--- src/rtl/control_sequencer.sv ---
// Multi-cycle control sequencer for the 16-bit bus datapath.
// Steps one-hot ticks T0..T3 and decodes IR into bus/enable strobes.
module control_sequencer #(
  parameter int NREGS = 16
) (
  input  logic             clk,
  input  logic             rst,
  input  logic             run,
  input  logic [15:0]      instr,
  input  logic             z_flag,
  output logic             ir_load,
  output logic [NREGS-1:0] r_out,
  output logic [NREGS-1:0] r_in,
  output logic             imm_out,
  output logic             din_out,
  output logic             a_in,
  output logic             g_in,
  output logic             g_out,
  output logic             alu_sub,
  output logic             addr_in,
  output logic             dout_in,
  output logic             w_en,
  output logic             done,
  output logic             halted,
  output logic [3:0]       tick
);

  typedef enum logic [3:0] {
    S_HALT = 4'b0000,
    S_T0   = 4'b0001,
    S_T1   = 4'b0010,
    S_T2   = 4'b0100,
    S_T3   = 4'b1000
  } state_e;

  typedef enum logic [2:0] {
    OP_MV, OP_MVI, OP_ADD, OP_SUB,
    OP_LD, OP_ST, OP_MVNZ, OP_HALT
  } op_e;

  state_e state_q, state_d;
  logic [15:0] ir_q, ir_d;

  op_e op;
  logic [3:0] rx, ry;
  logic [NREGS-1:0] rx_oh, ry_oh;
  logic unused_imm;

  assign op = op_e'(ir_q[15:13]);
  assign rx = ir_q[12:9];
  assign ry = ir_q[8:5];
  // immediate goes to the datapath sign-extender, not used here
  assign unused_imm = ^ir_q[4:0];

  // Out-of-range indices simply match no bit
  always_comb begin
    rx_oh = '0;
    ry_oh = '0;
    for (int i = 0; i < NREGS; i++) begin
      rx_oh[i] = (32'(rx) == i);
      ry_oh[i] = (32'(ry) == i);
    end
  end

  always_comb begin
    state_d = state_q;
    ir_d    = ir_q;
    unique case (state_q)
      S_T0: begin
        if (run) begin
          state_d = S_T1;
          ir_d    = instr;
        end
      end
      S_T1: begin
        case (op)
          OP_ADD, OP_SUB,
          OP_LD, OP_ST: state_d = S_T2;
          OP_HALT:      state_d = S_HALT;
          default:      state_d = S_T0;
        endcase
      end
      S_T2: state_d = (op == OP_ST) ? S_T0 : S_T3;
      S_T3: state_d = S_T0;
      default: state_d = S_HALT;
    endcase
  end

  always_ff @(posedge clk) begin
    if (rst) begin
      state_q <= S_T0;
      ir_q    <= '0;
    end else begin
      state_q <= state_d;
      ir_q    <= ir_d;
    end
  end

  assign tick = state_q;

  always_comb begin
    ir_load = 1'b0;
    r_out   = '0;
    r_in    = '0;
    imm_out = 1'b0;
    din_out = 1'b0;
    a_in    = 1'b0;
    g_in    = 1'b0;
    g_out   = 1'b0;
    alu_sub = 1'b0;
    addr_in = 1'b0;
    dout_in = 1'b0;
    w_en    = 1'b0;
    done    = 1'b0;
    halted  = 1'b0;
    if (!rst) begin
      unique case (state_q)
        S_T0: ir_load = run;
        S_T1: begin
          case (op)
            OP_MV: begin
              r_out = ry_oh;
              r_in  = rx_oh;
              done  = 1'b1;
            end
            OP_MVI: begin
              imm_out = 1'b1;
              r_in    = rx_oh;
              done    = 1'b1;
            end
            OP_ADD, OP_SUB: begin
              r_out = rx_oh;
              a_in  = 1'b1;
            end
            OP_LD, OP_ST: begin
              r_out   = ry_oh;
              addr_in = 1'b1;
            end
            OP_MVNZ: begin
              done = 1'b1;
              if (!z_flag) begin
                r_out = ry_oh;
                r_in  = rx_oh;
              end
            end
            default: done = 1'b1;
          endcase
        end
        S_T2: begin
          case (op)
            OP_ADD, OP_SUB: begin
              r_out   = ry_oh;
              g_in    = 1'b1;
              alu_sub = (op == OP_SUB);
            end
            OP_ST: begin
              r_out   = rx_oh;
              dout_in = 1'b1;
              w_en    = 1'b1;
              done    = 1'b1;
            end
            default: ;
          endcase
        end
        S_T3: begin
          case (op)
            OP_ADD, OP_SUB: begin
              g_out = 1'b1;
              r_in  = rx_oh;
              done  = 1'b1;
            end
            OP_LD: begin
              din_out = 1'b1;
              r_in    = rx_oh;
              done    = 1'b1;
            end
            default: ;
          endcase
        end
        default: halted = 1'b1;
      endcase
    end
  end

endmodule
--- config.mk ---
export PLATFORM = sky130hd
export DESIGN_NAME = control_sequencer
export DESIGN_NICKNAME = d
export VERILOG_FILES = /design/src/rtl/control_sequencer.sv
export SDC_FILE = /design/constraint.sdc
export NUM_CORES = 1
export LEC_CHECK = 0
export ABC_AREA = 0
export ABC_CLOCK_PERIOD_IN_PS = 2500
export BUFFER_PORTS_ARGS = -buffer_cell sky130_fd_sc_hd__clkbuf_2
export CORE_ASPECT_RATIO = 0.8
export CORE_UTILIZATION = 53
export DETAILED_ROUTE_END_ITERATION = 8
export PLACE_DENSITY_LB_ADDON = 0.05
export REMOVE_ABC_BUFFERS = 1
export SYNTH_ARGS = -nofsm -noshare
export SYNTH_HDL_FRONTEND = slang
export SYNTH_SLANG_ARGS = --single-unit
--- constraint.sdc ---
create_clock -name clk -period 2.5 [get_ports clk]
set_input_delay 0.25 -clock clk [delete_from_list [all_inputs] [get_ports clk]]
set_output_delay 0.25 -clock clk [all_outputs]
set_load 0.1 [all_outputs]
# ---- Word-level counts from Yosys, hierarchy flattened
# Index checks and enable logic that the tools add are counted.
dict set report word_totals {
  ff_bits 20
  latch_bits 0
  ram_bits 0
  rom_bits 0
  in_bits 20
  out_inout_bits 48
  wordCells 99
  mem_count 0
}
dict set report op_classes {
  n_addsub 0
  mul 0
  div_mod_pow 0
  n_lt_le_gt_ge 0
  eq_ne 42
  n_shift 0
  n_mux 44
  bitwise 0
  n_reduce_logical 11
}
# operator n
set op_table {}
lappend op_table {{$pmux W16 S2} 4}
lappend op_table {{$mux W16} 5}
lappend op_table {{$eq A4 B4 Y1 const B} 17}
lappend op_table {{$pmux W16 S3} 1}
lappend op_table {{$eq A4 B3 Y1 const B} 9}
lappend op_table {{$mux W1} 29}
lappend op_table {{$eq A4 B2 Y1 const B} 5}
lappend op_table {{$pmux W4 S4} 1}
lappend op_table {{$eq A3 B3 Y1 const B} 4}
lappend op_table {{$eq A4 B1 Y1 const B} 3}
lappend op_table {{$logic_not A4 Y1} 2}
lappend op_table {{$mux W4} 2}
lappend op_table {{$reduce_or A4 Y1} 2}
lappend op_table {{$eq A3 B2 Y1 const B} 2}
lappend op_table {{$pmux W3 S2} 1}
lappend op_table {{$reduce_or A2 Y1} 3}
lappend op_table {{$reduce_or A3 Y1} 2}
lappend op_table {{$eq A3 B1 Y1 const B} 1}
lappend op_table {{$logic_not A3 Y1} 1}
lappend op_table {{$pmux W1 S3} 1}
lappend op_table {{$ne A2 B2 Y1 const B} 1}
lappend op_table {{$reduce_and A2 Y1} 1}

# ---- Longest topological paths before layout
# Gate-level depths: netlist of run 1.
dict set report depth {
  ltp_word 5
  depth_mapped 7
  ltp_nobuf 4
}

# ---- Worst setup path before layout of run 1
# Ideal clock, no wire load.
dict set report synth_timing {
  path_kind {reg-to-output}
  startpoint {reg state_q[1], in the netlist tick[1]}
  endpoint {out done}
  t_arrival_ps 4079
  required_time_ps 2250
  path_slack_ps -1829
  stages_incl_launch_ff 6
  path_buffers 1
  path_cell_list {dfxtp_1 -> buf_2 -> nor4b_4 -> nor2b_1 -> a211oi_1 -> a311oi_1}
}
dict set report synth_between {
  elab_chain_len 3
  word_cells_on_any_way 5
  cone_classes {3 x eq/ne; 2 x mux}
}
# item line_no
set synth_rtl {}
lappend synth_rtl {{start, declared} 41} ;# state_e state_q, state_d;
lappend synth_rtl {{start signal, assigned} 94} ;# state_q <= state_d;
lappend synth_rtl {{$eq A4 B4 Y1, or another cell as far along} 117} ;# unique case (state_q)
lappend synth_rtl {{$pmux W1 S3 (*)} 117}
lappend synth_rtl {{$mux W1 (*)} 116} ;# if (!rst) begin
lappend synth_rtl {{end, declared} 23} ;# output logic done,
# Mark *: on every way between the ends. The rest lies on a longest branch, timed or not.

# ---- Worst setup path in the final report of run 1
dict set report layout_timing {
  startpoint {reg ir_q[13]}
  endpoint {out r_out[12]}
}
dict set report layout_between {
  elab_chain_len 5
  word_cells_on_any_way 12
  cone_classes {5 x eq/ne; 4 x mux; 3 x reduce/logical}
}
# item line_no
set layout_rtl {}
lappend layout_rtl {{start, declared} 42} ;# logic [15:0] ir_q, ir_d;
lappend layout_rtl {{start signal, assigned} 95} ;# ir_q <= ir_d;
lappend layout_rtl {{$eq A3 B3 Y1, or another cell as far along} {120, 150}}
lappend layout_rtl {{$reduce_or A3 Y1 (no source line) or $reduce_or A2 Y1 (tied branches)} -}
lappend layout_rtl {{$pmux W16 S3 or $pmux W16 S2 (tied branches)} {120, 150}}
lappend layout_rtl {{$pmux W16 S2 (*)} 117}
lappend layout_rtl {{$mux W16 (*)} 116}
lappend layout_rtl {{end, declared} 12} ;# output logic [NREGS-1:0] r_out,
# Marks and branches as above.

==> results of run 1 <==
kinds of logic (layout without fill, tap and decap cells):
| group | after synthesis | after routing | share of synthesized area (%) |
|---|---|---|---|
| AND/OR/NAND/NOR | 100 | 100 | 32.6 |
| AO/OA/AOI/OAI | 68 | 68 | 32.2 |
| buffers and inverters | 25 | 82 | 9.41 |
| flip-flops | 15 | 15 | 18.1 |
| multiplexers | 11 | 11 | 6.63 |
| XOR/XNOR | 2 | 2 | 1.05 |
worst reg2reg max path, cell delays in order (launching register included):
cell,delay (ps)
dfxtp_1,390
buf_4,200
or4_4,650
mux2i_1,230
nor2_1,60
per-layer routing:
layer | up-vias | wire length [um]
li1 | 941 | -
met5 | - | 0
met3 | 34 | 716
met4 | 0 | 257
met2 | 209 | 2980
met1 | 1017 | 2400
metrics by stage:
step / cells / total power, uW / setup slack [ps] / hold slack [ps]
after floorplan: 198 / 441 / -2370 / 322
after global placement: 310 / 505 / 318 / 481
after detailed placement: 310 / 517 / 180 / 490
after CTS: 315 / 726 / 16.7 / 229
after global routing: 316 / 763 / 16.8 / 251
final: 316 / 737 / 74.9 / 227
cells in the final DEF (no fill, tap or decap), types with 2 or more instances in the layout:
master,count
nand2b_1,7
buf_4,15
nor2_1,41
clkbuf_8,3
inv_1,2
or2_2,6
xor2_1,2
mux2i_1,11
a22o_1,16
nand3_1,7
nor3b_1,2
nand2_1,14
nor3_1,4
dfxtp_2,5
o21ai_0,6
dfxtp_1,10
clkbuf_2,23
o32ai_1,16
nor4b_4,2
nor2b_1,6
nand2b_2,2
buf_12,38
o22ai_1,16
o211ai_1,2
a21oi_1,3
repair_timing:
| action | CTS | global route |
|---|---|---|
| buffers inserted | 1 | 1 |
| pin swaps | 0 | 1 |
| setup endpoints to repair | 5 | 11 |
| gates resized for setup | 3 | 4 |
sequential cells by signal (all words and copies together) (netlist names):
name / cells
ir_q: 11
tick: 4
area by class of cell:
cell class | instances | area share [%]
sequential | 15 | 11.7
tap | 38 | 1.82
multi-input combinational | 181 | 46.6
inverter | 2 | 0.287
clock inverter | 1 | 0.287
timing repair buffer | 76 | 37.7
clock buffer | 3 | 1.58
final timing paths:
| check | to | slack [ps] | cells past startpoint |
|---|---|---|---|
| worst max-delay path | r_out[12] | 70 | 6 |
| worst min-delay path | ir_q[15]$_SDFFE_PP0P_ | 230 | 3 |
| worst max register to register | ir_q[10]$_SDFFE_PP0P_ | 870 | 4 |
| worst min register to register | ir_q[6]$_SDFFE_PP0P_ | 600 | 2 |
cell usage after synthesis (4+ instances only):
master	n
clkbuf_1	4
buf_2	8
a22o_1	16
o22ai_1	16
nand2b_1	8
dfxtp_1	15
nand3_1	7
nor2b_1	6
o21ai_0	6
mux2i_1	11
nand2_1	14
buf_6	6
or2_2	6
nor2_1	41
nor3_1	4
o32ai_1	16
power breakdown:
group / internal, uW / leakage (uW) / switching (uW)
Sequential: 254 / 0.000125 / 35.7
Clock: 112 / 0.0000217 / 96.2
Combinational: 79.0 / 0.000828 / 160
Total: 445 / 0.000974 / 292
==> flow_summary.toml, run 1 <==
[outcome]
outcome = "completed"

[route]
num_vias = 2201
wl_per_cell_um = 20.1
drc = 0
via_per_inst = 6.97
drt_iter0_markers = 286
ant_nets = 0
wirelength_um = 6350
drt_pass1_iterations = 9

[clock_tree]
clockBufferDepth = 2
holdBufCountCts = 0
cts-buffers-inserted = 3
path_clk_slew_ps = 70
cts_tree = "yes"
clk_latency_ps = 250
htreeDepth = 1
root_buffer = "clkbuf_8"
cts.sinks = 15

[timing]
finalMaxSlewViolations = 0
worst_pin_slew_ps = 573
clock-skew-final_ps = 3.46
setup_viol = 0
rsz0062_at_grt = "no"
max_freq_mhz = 412
finalHoldViolCount = 0
slew_headroom_pct = 62.0
tns_ps = 0
min_period_ps = 2430
period_share_pct = 97.0

[logic_synthesis]
ys_async_sr_fraction_pct = 0
yosysTopAreaCell = "dfxtp_1"
syn_inst = 221
syn_area_per_cell_um2 = 7.52
synth_edf_count = 0
netlist_top_cells_area = "dfxtp_1 (18%), nor2_1 (9.3%), a22o_1 (8.4%)"
yosys_most_used_dff = "dfxtp_1"
synth.top_cell.area_share_pct = 18.1
ys_types = 43
synth_warnings = 0
ys_seq_area_share_pct = 18.1
ys_ff_latch = 15
synth.cell_area_um2 = 1660

[place]
gp_congestion = 0.957
port_buffers = 62
placed_cell_area_um2 = 2520
dp_hpwl_um = 4560

[setup_path]
critPathArrivalTime_ps = 2180
r2r-start = "tick[1]$_SDFFE_PP0P_"
cp_data_required_time_ps = 2250
crit_fanout = 16
cp_num_buf_inv = 2
cp_cell_sequence = "o21ai_0, a21oi_2, buf_4, o32ai_1, a22o_1, buf_12"
cp-end-kind = "output pin"
slowest_stage = "dfxtp_1"
critPathKind = "flop to output pin"
slowest_delay_ps = 450
crit_start = "ir_q[13]$_SDFFE_PP0P_"
crit_family = "compound AO/OA/AOI/OAI gates"
cp-start-kind = "flop"

[floorplanning]
placeableCoreArea_um2 = 2870
fp-row-count = 17
io_pins = 68
initial_core_util_pct = 57.9
dieArea_um2 = 3360
die_w_um = 64.6
die-height_um = 52.1

[global_routing]
grt_use_met3_pct = 9.21
grtUsageMet1_pct = 48.2
busiest_layer = "met2"
grt_pass1_wl_um = 9960
antenna_found_initial = 0
grt_max_degree = 18
grt_use_met2_pct = 65.4
track_usage_pct = 38.8
grt_pass1_vias = 1974
grt_overflow = 0

[layout]
drive_gt1_share_pct = 37.1
area_growth_pct = 57.6
num-fill-cells = 123
fin_nets = 299
fin_util_pct = 91.2
antenna_cells = 0
multi_input_area_um2 = 1220
final-seq-area_um2 = 307
final_area_um2 = 2620

[pwr]
p_leak_uw = 0.000974
power_per_cell_area_nw_per_um2 = 281
ir_drop_mv = 0.399

[worst_hold_path]
hold_class = "input pin to flop"
hp-start = "instr[15]"

[flow_run]
max_cap_viol_count = 0
Note: power is estimated with default switching activity, not from simulation.
==> run 2: changes to the inputs <==
ABC_CLOCK_PERIOD_IN_PS = 2750   (was 2500)
CORE_UTILIZATION = 49   (was 53)
PLACE_DENSITY = 0.9   (was default)
PLACE_DENSITY_LB_ADDON = default   (was 0.05)
clock period = 2.75 ns   (was 2.5 ns; I/O delays follow)
==> flow_summary.toml, run 2 (synthesis gave the netlist of run 1 again) <==
[pwr]
ir_drop_mv = 0.397
p_sw_share_pct = 37.8
p_clk_share_pct = 28.1
p_seq_share_pct = 41.3
power_per_cell_area_nw_per_um2 = 278
p_int_uw = 396
p_sw_uw = 240
p_leak_uw = 0.000882
p_comb_share_pct = 30.5

[setup_path]
critPathKind = "flop to output pin"
cp-start-kind = "flop"
rr_worst_depth = 4
crit_family = "flip-flops"
slowest_stage = "dfxtp_1"
crit_fanout = 16
critPathArrivalTime_ps = 2330
slowest_delay_ps = 560
cp_data_required_time_ps = 2480
cp_num_buf_inv = 1
cp_cell_sequence = "nor4b_4, o21ai_0, a21o_2, nor2_1, clkbuf_2"
cp.depth = 5
cp-end-kind = "output pin"

[floorplanning]
die-height_um = 54.1
placeableCoreArea_um2 = 3150
io_pins = 68
initial_core_util_pct = 52.7
die_w_um = 67.1
dieArea_um2 = 3630
fp-row-count = 18

[route]
drc = 0
ant_nets = 0
wl_per_cell_um = 16.0
drt_pass1_iterations = 5
via_per_inst = 6.36
num_vias = 1985
wirelength_um = 4990
drt_iter0_markers = 144

[worst_hold_path]
hold_class = "input pin to flop"
hold_depth = 3

[clock_tree]
root_buffer = "clkbuf_8"
cts-resized-gates = 0
cts_tree = "yes"
htreeDepth = 1
holdBufCountCts = 0
clk_latency_ps = 250
cts-buffers-inserted = 3
postCtsSetupBuffers = 0
path_clk_slew_ps = 60
cts.sinks = 15
clockBufferDepth = 2

[timing]
finalHoldViolCount = 0
period_share_pct = 94.7
max_freq_mhz = 384
min_period_ps = 2600
finalHoldWorstSlack_ps = 260
tns_ps = 0
worst_pin_slew_ps = 550
setup_viol = 0
clock-skew-final_ps = 4.10
finalMaxSlewViolations = 0
slew_headroom_pct = 63.3
rsz0062_at_grt = "no"

[place]
dp_hpwl_um = 3630
gp_congestion = 0.956
port_buffers = 62
dp_cells = 308

[layout]
layout_commonest_cell = "nor2_1"
area_growth_pct = 37.9
most-common-layout-cells = "nor2_1 (41), clkbuf_2 (40), buf_12 (20)"
largest_reg_flops = 11
top_register = "ir_q"
fin_util_pct = 72.7
antenna_cells = 0
drive_gt1_share_pct = 33.1
fin_nets = 293
fin_cells = 312

[global_routing]
grt_pass1_wl_um = 7710
grt_pass1_vias = 1687
grt_max_degree = 19
track_usage_pct = 27.7
antenna_found_initial = 0
grt_overflow = 0

[outcome]
outcome = "completed"

[flow_run]
max_cap_viol_count = 0
## run 2: cell count changes in the layout (fill, tap and decap cells not counted), sizes merged
cell      previous run  this run
clkinvlp             1         0
clkbuf              26        44
buf                 53        30
## run 2: per-stage QoR
stage / worst slack (ps) / cell area, um^2 / total power (uW)
after global routing: 59.1 / 2290 / 667
final: 146 / 2290 / 636
after global placement: 489 / 2240 / 448
after floorplan: -2150 / 1510 / 401
after detailed placement: 437 / 2240 / 455
after CTS: 168 / 2280 / 632
## run 2: per-layer routing
| layer | vias to the layer above | part of all wire, % | GRT usage [%] | wire length (um) |
|---|---|---|---|---|
| li1 | 936 | - | - | - |
| met1 | 914 | 42 | 36.3 | 2090 |
| met2 | 129 | 48 | 47.2 | 2390 |
| met3 | 6 | 9.3 | 5.30 | 463 |
| met4 | 0 | 0.92 | 5.32 | 46 |
| met5 | - | 0 | 0 | 0 |
## run 2: worst paths after layout
path,slack (ps),start,to
setup / recovery,150,tick[1]$_SDFFE_PP0P_,r_in[9]
hold reg to reg,560,ir_q[5]$_SDFFE_PP0P_,ir_q[5]$_SDFFE_PP0P_
setup reg to reg,1070,tick[0]$_SDFFE_PP1P_,ir_q[12]$_SDFFE_PP0P_
hold / removal,260,instr[14],ir_q[14]$_SDFFE_PP0P_
## run 2: power groups by stage
stage | combinational, uW | sequential (uW) | clock [uW]
6_report | 194 | 263 | 179
3_5_place_dp | 189 | 266 | 0
4_1_cts | 189 | 261 | 182
3_3_place_gp | 183 | 264 | 0
5_1_grt | 208 | 266 | 193
2_1_floorplan | 125 | 275 | 0
## run 2: worst register-to-register path: stages (launching register included)
cell     delay [ps]
dfxtp_1         640
nand2_1         100
or4_4           570
mux2i_1         200
nor2_1           50
## run 2: final cells by class
cell class / instances / area (um^2)
fill: 241 / 862
timing repair buffer: 70 / 676
multi-input combinational: 181 / 1210
sequential: 15 / 300
inverter: 2 / 7.51
clock buffer: 4 / 45.0
tap: 40 / 50.0
==> run 3: changes to the inputs <==
CTS_BUF_LIST = sky130_fd_sc_hd__clkbuf_16   (was default)
==> flow_summary.toml, run 3 (synthesis gave the netlist of run 1 again) <==
[outcome]
outcome = "completed"

[layout]
top_register = "ir_q"
antenna_cells = 0
fin_nets = 293
drive_gt1_share_pct = 33.1
most-common-layout-cells = "nor2_1 (41), clkbuf_2 (40), buf_12 (20)"
area_growth_pct = 39.5
layout_commonest_cell = "nor2_1"
largest_reg_flops = 11

[global_routing]
grt_pass1_vias = 1702
grt_pass1_wl_um = 7910
grt_overflow = 0
antenna_found_initial = 0
grt_max_degree = 19
track_usage_pct = 28.5

[clock_tree]
clk_latency_ps = 240
root_buffer = "clkbuf_16"
cts-buffers-inserted = 3
cts-resized-gates = 0
cts_tree = "yes"
holdBufCountCts = 0
htreeDepth = 1
cts.sinks = 15
path_clk_slew_ps = 50
clockBufferDepth = 2
postCtsSetupBuffers = 0

[setup_path]
cp.depth = 5
slowest_stage = "a21oi_2"
cp-end-kind = "output pin"
r2r_setup_slack_ps = 1030
r2r-start = "tick[0]$_SDFFE_PP1P_"
critPathKind = "flop to output pin"
slowest_delay_ps = 640
crit_start = "ir_q[14]$_SDFFE_PP0P_"
critPathArrivalTime_ps = 2390
cp-start-kind = "flop"
cp_cell_sequence = "o21ai_0, a21oi_2, o32ai_1, a22o_1, buf_12"
crit_family = "compound AO/OA/AOI/OAI gates"
cp_num_buf_inv = 1
crit_fanout = 16
cp-endpoint = "r_out[15]"
rr_worst_depth = 4
r2r_end = "ir_q[7]$_SDFFE_PP0P_"
cp_data_required_time_ps = 2480

[timing]
finalHoldViolCount = 0
slew_headroom_pct = 48.8
min_period_ps = 2660
rsz0062_at_grt = "no"
setup_viol = 0
finalMaxSlewViolations = 0
clock-skew-final_ps = 3.10
finalHoldWorstSlack_ps = 267
period_share_pct = 96.8
worst_pin_slew_ps = 767
max_freq_mhz = 376
tns_ps = 0
finalWorstSetupSlack_ps = 87.2

[worst_hold_path]
hold_class = "input pin to flop"

[place]
gp_congestion = 0.956
dp_hpwl_um = 3630
port_buffers = 62
pre_cts_slack_ps = 437

[flow_run]
max_cap_viol_count = 0

[floorplanning]
die-height_um = 54.1
placeableCoreArea_um2 = 3150
dieArea_um2 = 3630
fp-row-count = 18
die_w_um = 67.1
io_pins = 68
initial_core_util_pct = 52.7

[pwr]
p_leak_uw = 0.000900
ir_drop_mv = 0.471
power_per_cell_area_nw_per_um2 = 317

[route]
via_per_inst = 6.42
drt_iter0_markers = 171
drc = 0
num_vias = 2004
drt_pass1_iterations = 6
wl_per_cell_um = 16.5
ant_nets = 0
wirelength_um = 5150
==> run 3: cell count changes in the layout (fill, tap and decap cells not counted) <==
cell / previous run / this run
clkbuf_16: 0 / 3
clkbuf_1: 1 / 0
a21oi_4: 1 / 0
a21oi_2: 0 / 1
clkbuf_8: 3 / 0
inv_1: 2 / 3
==> run 3: report_power, final <==
| group | total (uW) | internal [uW] | switching, uW |
|---|---|---|---|
| sequential | 263 | 231 | 32.3 |
| combinational | 195 | 62.1 | 133 |
| clock | 277 | 192 | 85.0 |
==> run 3: worst min-delay path: stages <==
cell and delay (ps):
clkbuf_2 70, mux2i_1 50, nor2_1 70
==> run 3: stage by stage <==
stage / total power (uW) / area [um^2] / utilization (%) / std cells
global placement: 448 / 2240 / 71.0 / 308
finish: 736 / 2320 / 73.5 / 312
floorplan: 401 / 1510 / - / 198
detailed placement: 455 / 2240 / 71.0 / 308
CTS: 731 / 2320 / 73.5 / 312
global route: 763 / 2320 / 73.5 / 312
==> run 3: final cells by class <==
type	instances	area, um^2
Fill cell	231	836
Tap cell	40	50.0
Inverter	2	7.51
Clock buffer	3	75.1
Multi-Input combinational cell	181	1200
Timing Repair Buffer	70	676
Sequential cell	15	300
Clock inverter	1	3.75
==> run 3: worst min path at each step <==
stage                    from               endpoint  slack, ps  cells after the start
finish               instr[5]   ir_q[5]$_SDFFE_PP0P_        270                      3
CTS                 instr[15]  ir_q[15]$_SDFFE_PP0P_        270                      3
global placement     instr[6]   ir_q[6]$_SDFFE_PP0P_        510                      3
detailed placement  instr[14]  ir_q[14]$_SDFFE_PP0P_        520                      3
floorplan                 rst  ir_q[10]$_SDFFE_PP0P_        350                      1
global route        instr[15]  ir_q[15]$_SDFFE_PP0P_        280                      3
==> run 3: layer usage <==
layer	GRT usage, %	routed length (um)	up-vias
met5	0	0	-
met4	4.26	78	0
met3	4.66	468	10
met2	49.8	2460	138
met1	37.3	2140	924
li1	-	-	932
